<file path="src/rtl/sumator_serial_ctrl_pkg.sv">
// Shared definitions for the bit-serial adder controller: FSM state encoding
// and the bit-counter width helper.
package sumator_serial_ctrl_pkg;

  typedef enum logic [1:0] {
    ST_IDLE = 2'd0,
    ST_RUN  = 2'd1,
    ST_DONE = 2'd2
  } state_e;

  // The counter only has to reach width-1, so $clog2 bits suffice; keep at least one bit.
  function automatic int cnt_width(input int width);
    return (width <= 2) ? 1 : $clog2(width);
  endfunction

endpackage

</file>
<file path="src/rtl/sumator_serial_ctrl_if.sv">
// Operand and result handshake bundle of the bit-serial adder controller.
// master = producer/consumer side, slave = controller side.
interface sumator_serial_ctrl_if #(
  parameter int WIDTH = 8
);

  logic             in_valid;
  logic             in_ready;
  logic [WIDTH-1:0] a;
  logic [WIDTH-1:0] b;
  logic             cin;
  logic             out_valid;
  logic             out_ready;
  logic [WIDTH-1:0] sum;
  logic             cout;
  logic             ovf;
  logic             busy;

  modport master (
    output in_valid, a, b, cin, out_ready,
    input  in_ready, out_valid, sum, cout, ovf, busy
  );

  modport slave (
    input  in_valid, a, b, cin, out_ready,
    output in_ready, out_valid, sum, cout, ovf, busy
  );

endinterface

</file>
<file path="src/rtl/sumator_serial_ctrl_sumator.sv">
// Single full-adder cell reused every cycle by the serial controller,
// composed of two half adders.
module sumator_serial_ctrl_sumator (
  input  logic a,
  input  logic b,
  input  logic ci,
  output logic s,
  output logic co
);

  logic s_h0;
  logic c_h0;
  logic c_h1;

  sumator_serial_ctrl_semisumator u_h0 (
    .a (a),
    .b (b),
    .s (s_h0),
    .c (c_h0)
  );

  sumator_serial_ctrl_semisumator u_h1 (
    .a (s_h0),
    .b (ci),
    .s (s),
    .c (c_h1)
  );

  assign co = c_h0 | c_h1;

endmodule

module sumator_serial_ctrl_semisumator (
  input  logic a,
  input  logic b,
  output logic s,
  output logic c
);

  assign s = a ^ b;
  assign c = a & b;

endmodule

</file>
<file path="src/rtl/sumator_serial_ctrl.sv">
// Bit-serial adder controller: adds two WIDTH-bit operands plus carry-in
// LSB first over WIDTH cycles using one full-adder cell.
module sumator_serial_ctrl
  import sumator_serial_ctrl_pkg::*;
#(
  parameter int WIDTH = 8
) (
  input  logic                 clk,
  input  logic                 rst_n,
  sumator_serial_ctrl_if.slave bus
);

  localparam int              CNT_W    = cnt_width(WIDTH);
  localparam logic [CNT_W-1:0] LAST_CNT = CNT_W'(WIDTH - 1);

  state_e           state_q,     state_d;
  logic [WIDTH-1:0] opa_q,       opa_d;
  logic [WIDTH-1:0] opb_q,       opb_d;
  logic [WIDTH-1:0] res_q,       res_d;
  logic [WIDTH-1:0] sum_q,       sum_d;
  logic             carry_q,     carry_d;
  logic [CNT_W-1:0] cnt_q,       cnt_d;
  logic             cout_q,      cout_d;
  logic             ovf_q,       ovf_d;
  logic             in_ready_q,  in_ready_d;
  logic             out_valid_q, out_valid_d;
  logic             busy_q,      busy_d;

  logic cell_s;
  logic cell_co;
  logic last_bit;

  sumator_serial_ctrl_sumator u_cell (
    .a  (opa_q[0]),
    .b  (opb_q[0]),
    .ci (carry_q),
    .s  (cell_s),
    .co (cell_co)
  );

  assign last_bit = (cnt_q == LAST_CNT);

  always_comb begin
    state_d   = state_q;
    opa_d     = opa_q;
    opb_d     = opb_q;
    res_d     = res_q;
    sum_d     = sum_q;
    carry_d   = carry_q;
    cnt_d     = cnt_q;
    cout_d    = cout_q;
    ovf_d     = ovf_q;

    case (state_q)
      ST_IDLE: begin
        if (bus.in_valid && in_ready_q) begin
          opa_d   = bus.a;
          opb_d   = bus.b;
          carry_d = bus.cin;
          cnt_d   = '0;
          state_d = ST_RUN;
        end
      end

      ST_RUN: begin
        opa_d   = opa_q >> 1;
        opb_d   = opb_q >> 1;
        res_d   = {cell_s, res_q[WIDTH-1:1]};
        carry_d = cell_co;
        if (last_bit) begin
          // carry_q is the carry into the MSB at this point; the visible
          // result registers only move here so they hold outside DONE.
          sum_d   = {cell_s, res_q[WIDTH-1:1]};
          cout_d  = cell_co;
          ovf_d   = carry_q ^ cell_co;
          state_d = ST_DONE;
        end else begin
          cnt_d   = cnt_q + CNT_W'(1);
        end
      end

      ST_DONE: begin
        if (out_valid_q && bus.out_ready) begin
          state_d = ST_IDLE;
        end
      end

      default: begin
        state_d = ST_IDLE;
      end
    endcase

    // Handshake flags are registered copies of the next-state decode, so
    // neither in_valid nor out_ready reaches an output combinationally.
    in_ready_d  = (state_d == ST_IDLE);
    out_valid_d = (state_d == ST_DONE);
    busy_d      = (state_d == ST_RUN);
  end

  always_ff @(posedge clk or negedge rst_n) begin
    if (!rst_n) begin
      state_q     <= ST_IDLE;
      opa_q       <= '0;
      opb_q       <= '0;
      res_q       <= '0;
      sum_q       <= '0;
      carry_q     <= 1'b0;
      cnt_q       <= '0;
      cout_q      <= 1'b0;
      ovf_q       <= 1'b0;
      in_ready_q  <= 1'b1;
      out_valid_q <= 1'b0;
      busy_q      <= 1'b0;
    end else begin
      state_q     <= state_d;
      opa_q       <= opa_d;
      opb_q       <= opb_d;
      res_q       <= res_d;
      sum_q       <= sum_d;
      carry_q     <= carry_d;
      cnt_q       <= cnt_d;
      cout_q      <= cout_d;
      ovf_q       <= ovf_d;
      in_ready_q  <= in_ready_d;
      out_valid_q <= out_valid_d;
      busy_q      <= busy_d;
    end
  end

  assign bus.in_ready  = in_ready_q;
  assign bus.out_valid = out_valid_q;
  assign bus.busy      = busy_q;
  assign bus.sum       = sum_q;
  assign bus.cout      = cout_q;
  assign bus.ovf       = ovf_q;

endmodule
</file>
<file path="src/flat_wrapper.sv">
// flat-port wrapper written by rule: the top's interface ports become plain ports
module sumator_serial_ctrl_flat import sumator_serial_ctrl_pkg::*;
#(
  parameter int WIDTH = 8
)
  (clk, rst_n, bus_in_valid, bus_a, bus_b, bus_cin, bus_out_ready, bus_in_ready, bus_out_valid, bus_sum, bus_cout, bus_ovf, bus_busy);
  sumator_serial_ctrl_if #(.WIDTH(WIDTH)) bus_i ();
  input  logic clk;
  input  logic rst_n;
  input wire logic [$bits(bus_i.in_valid)-1:0] bus_in_valid;
  input wire logic [$bits(bus_i.a)-1:0] bus_a;
  input wire logic [$bits(bus_i.b)-1:0] bus_b;
  input wire logic [$bits(bus_i.cin)-1:0] bus_cin;
  input wire logic [$bits(bus_i.out_ready)-1:0] bus_out_ready;
  output wire logic [$bits(bus_i.in_ready)-1:0] bus_in_ready;
  output wire logic [$bits(bus_i.out_valid)-1:0] bus_out_valid;
  output wire logic [$bits(bus_i.sum)-1:0] bus_sum;
  output wire logic [$bits(bus_i.cout)-1:0] bus_cout;
  output wire logic [$bits(bus_i.ovf)-1:0] bus_ovf;
  output wire logic [$bits(bus_i.busy)-1:0] bus_busy;
  assign bus_i.in_valid = bus_in_valid;
  assign bus_i.a = bus_a;
  assign bus_i.b = bus_b;
  assign bus_i.cin = bus_cin;
  assign bus_i.out_ready = bus_out_ready;
  assign bus_in_ready = bus_i.in_ready;
  assign bus_out_valid = bus_i.out_valid;
  assign bus_sum = bus_i.sum;
  assign bus_cout = bus_i.cout;
  assign bus_ovf = bus_i.ovf;
  assign bus_busy = bus_i.busy;
  sumator_serial_ctrl #(.WIDTH(WIDTH)) u_core (.clk(clk), .rst_n(rst_n), .bus(bus_i));
endmodule
</file>
<file path="config.mk">
export PLATFORM = sky130hd
export DESIGN_NAME = sumator_serial_ctrl_flat
export DESIGN_NICKNAME = d
export VERILOG_FILES = /design/src/rtl/sumator_serial_ctrl_pkg.sv /design/src/rtl/sumator_serial_ctrl_if.sv /design/src/rtl/sumator_serial_ctrl_sumator.sv /design/src/rtl/sumator_serial_ctrl.sv /design/src/flat_wrapper.sv
export SDC_FILE = /design/constraint.sdc
export NUM_CORES = 1
export LEC_CHECK = 0
export ABC_AREA = 1
export BUFFER_PORTS_ARGS = -buffer_cell sky130_fd_sc_hd__buf_2
export CORE_UTILIZATION = 45
export DETAILED_ROUTE_END_ITERATION = 7
export PLACE_DENSITY = 0.73
export SLEW_MARGIN = 5
export SYNTH_ARGS = -nofsm -noshare
export SYNTH_HDL_FRONTEND = slang
export SYNTH_SLANG_ARGS = --single-unit
</file>
<file path="constraint.sdc">
create_clock -name clk -period 3.57 [get_ports clk]
set_input_delay 1.071 -clock clk [delete_from_list [all_inputs] [get_ports clk]]
set_output_delay 1.071 -clock clk [all_outputs]
set_load 0.01 [all_outputs]
</file>
# After elaboration in Yosys (flattened, before gate mapping)

Cells that the tools add are included.

Flip-flop bits (word level): 43
Input bits: 21
Output and inout port bits: 13
Logic and storage cells: 47

Add/subtract/negate cells: 1
Equal/unequal tests: 7
Mux-type cells: 13
Bitwise logic cells: 6
Reduce and logical (&&, ||, !) cells: 8

Operator list:

| cell                                                                    | number |
|---|---|
| 8-bit case mux with 2 select lines                                      | 2 |
| 8-bit two-way mux                                                       | 2 |
| 2-bit two-way mux                                                       | 3 |
| 3-bit two-way mux                                                       | 2 |
| 2-bit case mux with 3 select lines                                      | 1 |
| 3-bit case mux with 2 select lines                                      | 1 |
| 2-bit by 1-bit equality test with 1-bit output, second input constant   | 2 |
| 2-bit equality test, second input constant                              | 2 |
| 2-bit zero test                                                         | 2 |
| 2-bit AND reduction                                                     | 2 |
| 3-bit by 1-bit adder with 3-bit output, second input constant           | 1 |
| 3-bit equality test, second input constant                              | 1 |
| 3-bit AND reduction                                                     | 1 |
| 1-bit bitwise XOR                                                       | 3 |
| 1-bit bitwise AND                                                       | 2 |
| 1-bit logical AND                                                       | 2 |
| 2-bit by 1-bit inequality test with 1-bit output, second input constant | 1 |
| 2-bit inequality test, second input constant                            | 1 |
| 1-bit case mux with 2 select lines                                      | 1 |
| 2-bit nonzero test                                                      | 1 |
| 1-bit two-way mux                                                       | 1 |
| 1-bit bitwise OR                                                        | 1 |

# Longest topological paths before layout

Gate-level depths: netlist (run 1).

Depth after elaboration: 4
Mapped depth: 8
Depth with buffers taken out: 6

# By module

From an unflattened synthesis (run 1), not the netlist that was laid out.

Cell total of the unflattened synthesis: 232
Area total of the unflattened synthesis: 1958.1 um2

By module, submodules not included:

| module                          | times used | cells each | area each (um2) | seq. area each (um2) |
|---|---|---|---|---|
| sumator_serial_ctrl             | 1          | 227        | 1921.8          | 1052.3 |
| sumator_serial_ctrl_semisumator | 2          | 1          | 12.5            | 0.0 |
| sumator_serial_ctrl_sumator     | 1          | 3          | 11.3            | 0.0 |

# Worst setup path before layout (run 1)

Ideal clock, no wire load.

Kind: input to register
From: in bus_in_valid
To: reg u_core.opb_q[0]
Setup time: 0.116 ns
Arrival: 1.573 ns
Data required time: 3.454 ns
Path slack: 1.880 ns
Cell stages on the path: 6
Path buffers: 1
Cells stage by stage: nand2_1 nand2_1 nand2_4 buf_6 nand2_1 nand2_1

Word-level cells in the longest chain between the ends: 3

RTL lines:

| item                                                       | line                       | text |
|---|---|---|
| start, declared                                            | flat_wrapper.sv:10         | `input wire logic [$bits(bus_i.in_valid)-1:0] bus_in_valid;` |
| 1-bit logical AND                                          | sumator_serial_ctrl.sv:56  | `if (bus.in_valid && in_ready_q) begin` |
| 2-bit by 1-bit inequality test with 1-bit output (no line) | --                         |  |
| 2-bit AND reduction (no line)                              | --                         |  |
| end signal, assigned                                       | sumator_serial_ctrl.sv:117 | `opb_q <= opb_d;` |
| end, declared                                              | sumator_serial_ctrl.sv:18  | `logic [WIDTH-1:0] opb_q, opb_d;` |

No other way between the ends.
A chain may end at the register's enable or synchronous reset.

# Worst setup path after layout (run 1)

From: reg u_core.in_ready_q (netlist: u_core.bus.in_ready)
To: out bus_in_ready

RTL lines:

| item                   | line                       | text |
|---|---|---|
| start, declared        | sumator_serial_ctrl.sv:25  | `logic in_ready_q, in_ready_d;` |
| start signal, assigned | sumator_serial_ctrl.sv:124 | `in_ready_q <= in_ready_d;` |
| end, declared          | flat_wrapper.sv:15         | `output wire logic [$bits(bus_i.in_ready)-1:0] bus_in_ready;` |

No word-level cell between the ends.

==> qor.yml, run 1 <==
path_class: "reg2out"
cap_violations: 0
clock_sinks: 42
initial_core_util_pct: 47.24
nets: 282
final_common_cell: "nand2_1"
hold_depth: 2
cts-buffers-inserted: 5
critPathRequiredTime_ns: 2.50
vdd_drop_max_v: 0.0004018
hp-start: "u_core.opb_q[7]$_DFFE_PN0P_"
synth.cell_area_mm2: 0.001917
cts_tree: "yes"
ys_top_cells_by_area: "dfrtp_1, nand2_1, nand3_1, o21ai_0, buf_6"
drc: 0
clkLatencyLatePin_ns: 0.29
antenna_found_initial: 0
yosys_warnings: 0
min-delay-path-class: "reg2reg"
ys_seq_area_share_pct: 54.90
startpoint_type: "register"
dp_hpwl_um: 2274
crit_slowest_cell: "dfstp_2"
drtIter0Drc: 97
period_share_pct: 56.69
synth_seq_cells: 42
grt_pass1_vias: 1367
fp.dieArea_mm2: 0.004525
row_count: 23
drt_first_pass_iters: 4
setup_viol: 0
h-tree-depth: 2
worst-r2r-setup-slack_ns: 1.72
path_buf_inv: 1
clk_pin_slew_ns: 0.08
synth_cell_types: 19
power_density_mw_per_mm2: 924.1
track_usage_pct: 18.11
cts_buffer_depth: 2
io_pins: 34
synth_top_area_share_pct: 53.52
yosysTopAreaCell: "dfrtp_1"
syn_inst: 228
antenna_cells: 0
fmax_ghz: 0.4941
path_cells: "buf_2"
drive_gt1_share_pct: 18.92
reg2reg_depth: 3
grt_max_degree: 43
tns_ns: 0
reg2reg_to: "u_core.bus.sum[4]$_DFFE_PN0N_"
clock_skew_ns: 0.005332
worstPathArrival_ns: 0.95
fin_total_pwr_mw: 2.040
hold_buffers: 0
slew_headroom_pct: 40.36
slowest_delay_ns: 0.54
cts_resized: 0
avgSynthCellArea_um2: 8.407
die_y_um: 67.27
critPathLaunch: "u_core.bus.in_ready$_DFF_PN1_"
finalHoldViolations: 0
wire_per_inst_um: 11.34
chipWidth_um: 67.27
core_area_mm2: 0.004058
area_growth_pct: 15.14
fin_crit_ns: 2.024
routed_via_density: 4.858
drv_slew: 0
cts_setup_buffers: 0
grt_first_pass_wirelength_um: 6078
gr-total-overflow: 0
final_cell_mix: "nand2_1, dfrtp_1, buf_2"
io_buffers: 33
power_leakage_nw: 1.255
rsz0062_at_grt: "false"
place_congestion: 0.7472
syn_nets: 252
status: "completed"
timing.rr.start: "u_core.state_q[1]$_DFF_PN0_"
via_count: 1501
antenna_left: 0
root_buffer: "clkbuf_8"
crit_path_end_kind: "output port"
worst_pin_slew_ns: 0.8945
critical_path_peak_fanout: 2
fillCellCount: 414
whs_endpoint: "u_core.opb_q[7]$_DFFE_PN0P_"
critPathTopFamily: "flip-flops"
wl_um: 3504
==> report_power, final <==
group          internal, mW  total, mW  leakage [nW]  switching, mW
Combinational         0.277      0.795         0.647          0.517
Clock                 0.298      0.456        0.0714          0.157
Sequential            0.683      0.789         0.537          0.107
==> flip-flops by register name, indices dropped and copies added, names as in the netlist, 2 cells and up <==
register,cells
u_core.opb_q,8
u_core.res_q,7
u_core.cnt_q,3
u_core.bus.sum,8
u_core.state_q,2
u_core.opa_q,8
==> cell type report <==
cell class | count | area [um^2] | share of cell area [%]
inverters | 13 | 48.80 | 2.211
repair buffers | 34 | 172.7 | 7.823
flip-flops and latches | 42 | 1052 | 47.68
well taps | 50 | 62.56 | 2.834
clock inverters | 2 | 60.06 | 2.721
multi-input cells | 162 | 728.2 | 32.99
clock buffers | 6 | 82.58 | 3.741
==> metal layers <==
| metal | wire length, um | track usage [%] | up-vias |
|---|---|---|---|
| li1 | - | - | 769 |
| met1 | 1677 | 25.05 | 690 |
| met2 | 1604 | 27.25 | 36 |
| met3 | 167 | 4.561 | 6 |
| met4 | 54 | 6.649 | 0 |
| met5 | 0 | 0 | - |
==> synth_stat cells (all sizes together) <==
| library cell | count |
|---|---|
| nand4 | 3 |
| ha | 2 |
| nand2 | 115 |
| xor2 | 1 |
| dfstp | 1 |
| nor2 | 2 |
| o21ai | 14 |
| inv | 13 |
| fa | 1 |
| a21oi | 1 |
| nand3 | 23 |
| dfrtp | 41 |
| buf | 11 |
==> worst max path at each step <==
stage / endpoint / slack, ns / cells past startpoint
2_1_floorplan: u_core.opb_q[0]$_DFFE_PN0P_ / 1.88 / 6
3_3_place_gp: u_core.opb_q[0]$_DFFE_PN0P_ / 1.69 / 5
3_5_place_dp: u_core.opb_q[2]$_DFFE_PN0P_ / 1.66 / 5
4_1_cts: bus_in_ready / 1.53 / 1
5_1_grt: u_core.bus.sum[2]$_DFFE_PN0N_ / 1.50 / 3
6_report: bus_in_ready / 1.55 / 1
==> kinds of logic (layout without fill, tap and decap cells) <==
group | after synthesis | in the layout | share of synthesized area, %
buf+inv | 24 | 55 | 7.115
simple gates | 143 | 143 | 30.68
flops | 42 | 42 | 54.90
fa+ha+maj | 3 | 3 | 2.350
compound gates | 15 | 15 | 4.504
xor+xnor | 1 | 1 | 0.4570
==> stage by stage <==
step                hold slack [ns]  instance area (um^2)  std cells  util, %  setup slack (ns)
floorplan                    0.4422                  1917        228        -             1.880
global placement             0.4572                  2064        301    50.88             1.694
detailed placement           0.4598                  2064        301    50.88             1.661
CTS                          0.4788                  2207        309    54.39             1.529
global route                 0.5066                  2207        309    54.39             1.499
finish                       0.4766                  2207        309    54.39             1.546
==> worst register-to-register path, stage by stage (launching register included) <==
cell     delay [ns]
dfrtp_1        0.46
inv_2          0.34
nand3_1        0.56
o21ai_0        0.38
Power figures use the tool's default switching activity.
==> inputs of run 2 (changes only) <==
--- a/config.mk
+++ b/config.mk
@@ -9,7 +9,7 @@
 export BUFFER_PORTS_ARGS = -buffer_cell sky130_fd_sc_hd__buf_2
 export CORE_UTILIZATION = 45
 export DETAILED_ROUTE_END_ITERATION = 7
-export PLACE_DENSITY = 0.73
+export PLACE_DENSITY = 0.76
 export SLEW_MARGIN = 5
 export SYNTH_ARGS = -nofsm -noshare
 export SYNTH_HDL_FRONTEND = slang
==> constraint.sdc (replaced) <==
create_clock -name clk -period 1.7 [get_ports clk]
set_input_delay 0.51 -clock clk [delete_from_list [all_inputs] [get_ports clk]]
set_output_delay 0.51 -clock clk [all_outputs]
set_load 0.01 [all_outputs]
==> qor.yml, run 2 (synthesis results as in run 1) <==
cts-buffers-inserted: 5
layout.area.seq_mm2: 0.001052
multiInputGateArea_um2: 728.2
final_common_cell: "nand2_1"
track_usage_pct: 18.46
drive_gt1_share_pct: 20.45
cts_tree: "yes"
chipWidth_um: 67.27
core_area_mm2: 0.004058
cap_violations: 0
clk_pin_slew_ns: 0.08
wire_per_inst_um: 11.61
critPathTopFamily: "flip-flops"
crit_slowest_cell: "dfstp_2"
layout.cells.non_filler: 314
path_buf_inv: 1
nets: 287
slowest_delay_ns: 0.55
io_pins: 34
crit_path_end_kind: "output port"
hold_buffers: 0
cts_buffer_depth: 2
routed_via_density: 4.885
place_congestion: 0.7572
status: "completed"
path_class: "reg2out"
antenna_left: 0
placed_cells: 306
row_count: 23
finalHoldViolations: 0
fin_area_mm2: 0.002257
fin_crit_ns: 1.486
path_cells: "buf_2"
power_density_mw_per_mm2: 1916
via_count: 1534
drtIter0Drc: 110
wl_um: 3645
setup_viol: 0
clock_skew_ns: 0.008557
vdd_drop_max_v: 0.001173
gr-total-overflow: 0
antenna_found_initial: 0
worst_pin_slew_ns: 0.4997
cts_resized: 0
rsz0062_at_grt: "false"
final_cell_mix: "nand2_1, dfrtp_1, buf_2"
clkLatencyLatePin_ns: 0.30
drv_slew: 0
h-tree-depth: 2
drc: 0
fillCellCount: 370
initial_core_util_pct: 47.24
clock_sinks: 42
area_growth_pct: 17.75
fmax_ghz: 0.6728
placed_area_mm2: 0.002115
period_share_pct: 87.43
min-delay-path-class: "in2async"
startpoint_type: "register"
critPathRequiredTime_ns: 1.19
dp_hpwl_um: 2493
grt_first_pass_wirelength_um: 5996
grt_max_degree: 30
drt_first_pass_iters: 4
slew_headroom_pct: 66.57
critical_path_peak_fanout: 2
power_leakage_nw: 1.283
antenna_cells: 0
die_y_um: 67.27
io_buffers: 33
fp.dieArea_mm2: 0.004525
cts_setup_buffers: 0
tns_ns: 0
grt_pass1_vias: 1289
worstPathArrival_ns: 0.98
root_buffer: "clkbuf_8"
==> run 2: final cells by class <==
class,instances,area share (%)
Sequential cell,42,46.62
Inverter,13,2.162
Tap cell,50,2.772
Clock inverter,2,2.661
Clock buffer,6,3.659
Multi-Input combinational cell,162,32.26
Timing Repair Buffer,39,9.867
==> run 2: report_power, final <==
group          leakage (nW)  internal (mW)  total (mW)  switching (mW)
Sequential            0.537           1.43        1.68           0.251
Clock                0.0714          0.627       0.978           0.351
Combinational         0.674          0.616        1.66            1.05
Total                  1.28           2.68        4.32            1.65
==> run 2: path summary, 6_finish.rpt <==
| check | start | end | slack [ns] | depth (start not counted) |
|---|---|---|---|---|
| hold reg to reg | u_core.bus.ovf$_DFFE_PN0N_ | u_core.bus.ovf$_DFFE_PN0N_ | 0.48 | 2 |
| min in group clk | bus_b[7] | u_core.opb_q[7]$_DFFE_PN0P_ | 0.46 | 3 |
| hold / removal | rst_n | u_core.bus.sum[5]$_DFFE_PN0N_ | 0.11 | 1 |
| max in group asynchronous | rst_n | u_core.bus.sum[3]$_DFFE_PN0N_ | 1.09 | 2 |
| setup reg to reg | u_core.cnt_q[0]$_DFFE_PN0P_ | u_core.bus.ovf$_DFFE_PN0N_ | 0.27 | 7 |
| setup / recovery | u_core.bus.in_ready$_DFF_PN1_ | bus_in_ready | 0.21 | 1 |
==> run 2: per-stage QoR <==
step	utilization (%)	hold WS (ns)	power [mW]	setup WS, ns
3_3_place_gp	52.11	0.4528	3.338	0.2965
6_report	55.63	0.1100	4.324	0.2137
2_1_floorplan	-	0.2144	3.040	0.4176
4_1_cts	55.63	0.1214	4.361	0.2098
5_1_grt	55.63	0.1285	4.704	0.1196
3_5_place_dp	52.11	0.4442	3.384	0.2674
==> run 2: metal layers <==
| layer | part of all wire, % | up-vias | GRT usage (%) |
|---|---|---|---|
| li1 | - | 784 | - |
| met1 | 50 | 695 | 25.08 |
| met2 | 43 | 47 | 27.88 |
| met3 | 5.1 | 8 | 4.561 |
| met4 | 1.7 | 0 | 7.979 |
| met5 | 0 | - | 0 |
==> inputs of run 3 (changes only) <==
--- a/config.mk
+++ b/config.mk
@@ -10,6 +10,7 @@
 export CORE_UTILIZATION = 45
 export DETAILED_ROUTE_END_ITERATION = 7
 export PLACE_DENSITY = 0.76
+export SKIP_LAST_GASP = 1
 export SLEW_MARGIN = 5
 export SYNTH_ARGS = -nofsm -noshare
 export SYNTH_HDL_FRONTEND = slang
==> constraint.sdc (replaced) <==
create_clock -name clk -period 1.29 [get_ports clk]
set_input_delay 0.387 -clock clk [delete_from_list [all_inputs] [get_ports clk]]
set_output_delay 0.387 -clock clk [all_outputs]
set_load 0.01 [all_outputs]
==> qor.yml, run 3 (synthesis results as in run 1) <==
io_buffers: 33
grt_first_pass_wirelength_um: 6996
cts_tree: "yes"
antenna_found_initial: 0
status: "complete, but fails checks"
crit_path_end_kind: "output port"
cts_buffer_depth: 2
critical_path_peak_fanout: 2
dp_hpwl_um: 2685
area_growth_pct: 27.87
root_buffer: "clkbuf_8"
via_count: 1599
crit_slowest_cell: "dfstp_2"
finalHoldViolations: 0
fin_total_pwr_mw: 5.864
io_pins: 34
final_cell_mix: "nand2_1, dfrtp_1, buf_2"
fmax_ghz: 0.7410
pwr-share-clk_pct: 14.8
power_density_mw_per_mm2: 2392
wire_per_inst_um: 12.45
chipWidth_um: 67.27
final_common_cell: "nand2_1"
cts-buffers-inserted: 5
antenna_cells: 0
die_y_um: 67.27
slew_headroom_pct: 74.52
setup_slack_ns: -0.05949
period_share_pct: 104.6
min-delay-path-class: "in2async"
grt_pass1_vias: 1597
worst_pin_slew_ns: 0.3822
power.switching_mw: 2.369
layout.cells.non_filler: 329
track_usage_pct: 20.99
drtIter0Drc: 108
rsz0062_at_grt: "true"
wl_um: 4096
slowest_delay_ns: 0.56
clock_skew_ns: 0.002298
place_congestion: 0.8154
clk_pin_slew_ns: 0.08
violations: "setup timing"
drt_first_pass_iters: 4
vdd_drop_max_v: 0.001234
timing.rr.start: "u_core.cnt_q[1]$_DFFE_PN0P_"
critPathTopFamily: "flip-flops"
fp.dieArea_mm2: 0.004525
pre_cts_slack_ns: -0.03098
clkLatencyLatePin_ns: 0.29
fin_crit_ns: 1.349
gr-total-overflow: 0
core_area_mm2: 0.004058
drive_gt1_share_pct: 27.60
routed_via_density: 4.860
drv_slew: 0
worstPathArrival_ns: 0.96
power_leakage_nw: 1.368
path_class: "reg2out"
cap_violations: 0
critPathRequiredTime_ns: 0.90
row_count: 23
p_int_mw: 3.495
critPathLaunch: "u_core.bus.in_ready$_DFF_PN1_"
path_buf_inv: 1
p_comb_share_pct: 47.1
h-tree-depth: 2
seqPwrFrac_pct: 38.1
nets: 302
netSwitchingFraction_pct: 40.40
hold_buffers: 0
path_cells: "buf_6"
startpoint_type: "register"
grt_max_degree: 18
initial_core_util_pct: 47.24
antenna_left: 0
clock_sinks: 42
setup_viol: 1
drc: 0
placed_cells: 316
==> run 3: what timing repair did <==
item / 4_1_cts / 5_1_grt
gates resized for setup: 5 / 17
setup endpoints to repair: 4 / 17
cloned: 1 / 3
pin swaps: 1 / 4
setup buffers: 0 / 1
==> run 3: layout make-up <==
type | count | area, um^2
clock buffer | 7 | 86.33
clock inverter | 1 | 5.005
fill | 367 | 1607
inverter | 13 | 51.30
multi-input combinational | 163 | 782.0
sequential | 42 | 1052
tap | 50 | 62.56
timing repair buffer | 53 | 411.6
==> run 3: stage by stage <==
| stage | area [um^2] | util [%] | setup TNS (ns) | hold WS [ns] |
|---|---|---|---|---|
| global placement | 2215 | 54.58 | 0 | 0.3260 |
| floorplan | 1917 | - | 0 | 0.09141 |
| detailed placement | 2215 | 54.58 | -0.06281 | 0.3229 |
| global route | 2451 | 60.41 | -0.3803 | 0.01283 |
| finish | 2451 | 60.41 | -0.05949 | 0.002751 |
| CTS | 2355 | 58.03 | -0.07203 | 0.001092 |
==> run 3: path summary, 6_finish.rpt <==
check                                                 end  slack, ns  depth (start not counted)
min                        u_core.bus.out_valid$_DFF_PN0_      0.003                          1
max reg2reg                 u_core.bus.sum[2]$_DFFE_PN0N_       0.02                          6
max                                          bus_in_ready      -0.06                          1
max in group asynchronous     u_core.opb_q[5]$_DFFE_PN0P_       0.85                          2
min reg2reg                 u_core.bus.sum[0]$_DFFE_PN0N_       0.48                          2
min in group clk              u_core.opb_q[7]$_DFFE_PN0P_       0.32                          3
==> run 3: layer usage <==
layer	up-vias	GRT usage, %	wire (um)
met1	730	26.81	1956
met2	43	33.50	1860
met5	-	0	0
met3	10	5.912	179
met4	0	8.245	99
li1	816	-	-
==> run 3: power groups by stage <==
stage / logic [mW] / registers [mW] / clock network [mW]
6_report: 2.76 / 2.24 / 0.866
5_1_grt: 3.17 / 2.31 / 0.946
4_1_cts: 2.60 / 2.22 / 0.897
3_5_place_dp: 2.53 / 2.23 / 0
3_3_place_gp: 2.47 / 2.21 / 0
2_1_floorplan: 1.75 / 2.25 / 0
==> run 3: worst register-to-register path: stages (launching register included) <==
cell,delay (ns)
dfrtp_1,0.36
ha_2,0.20
ha_4,0.15
nand3_4,0.13
clkbuf_16,0.20
nand2_1,0.04
o21ai_0,0.07
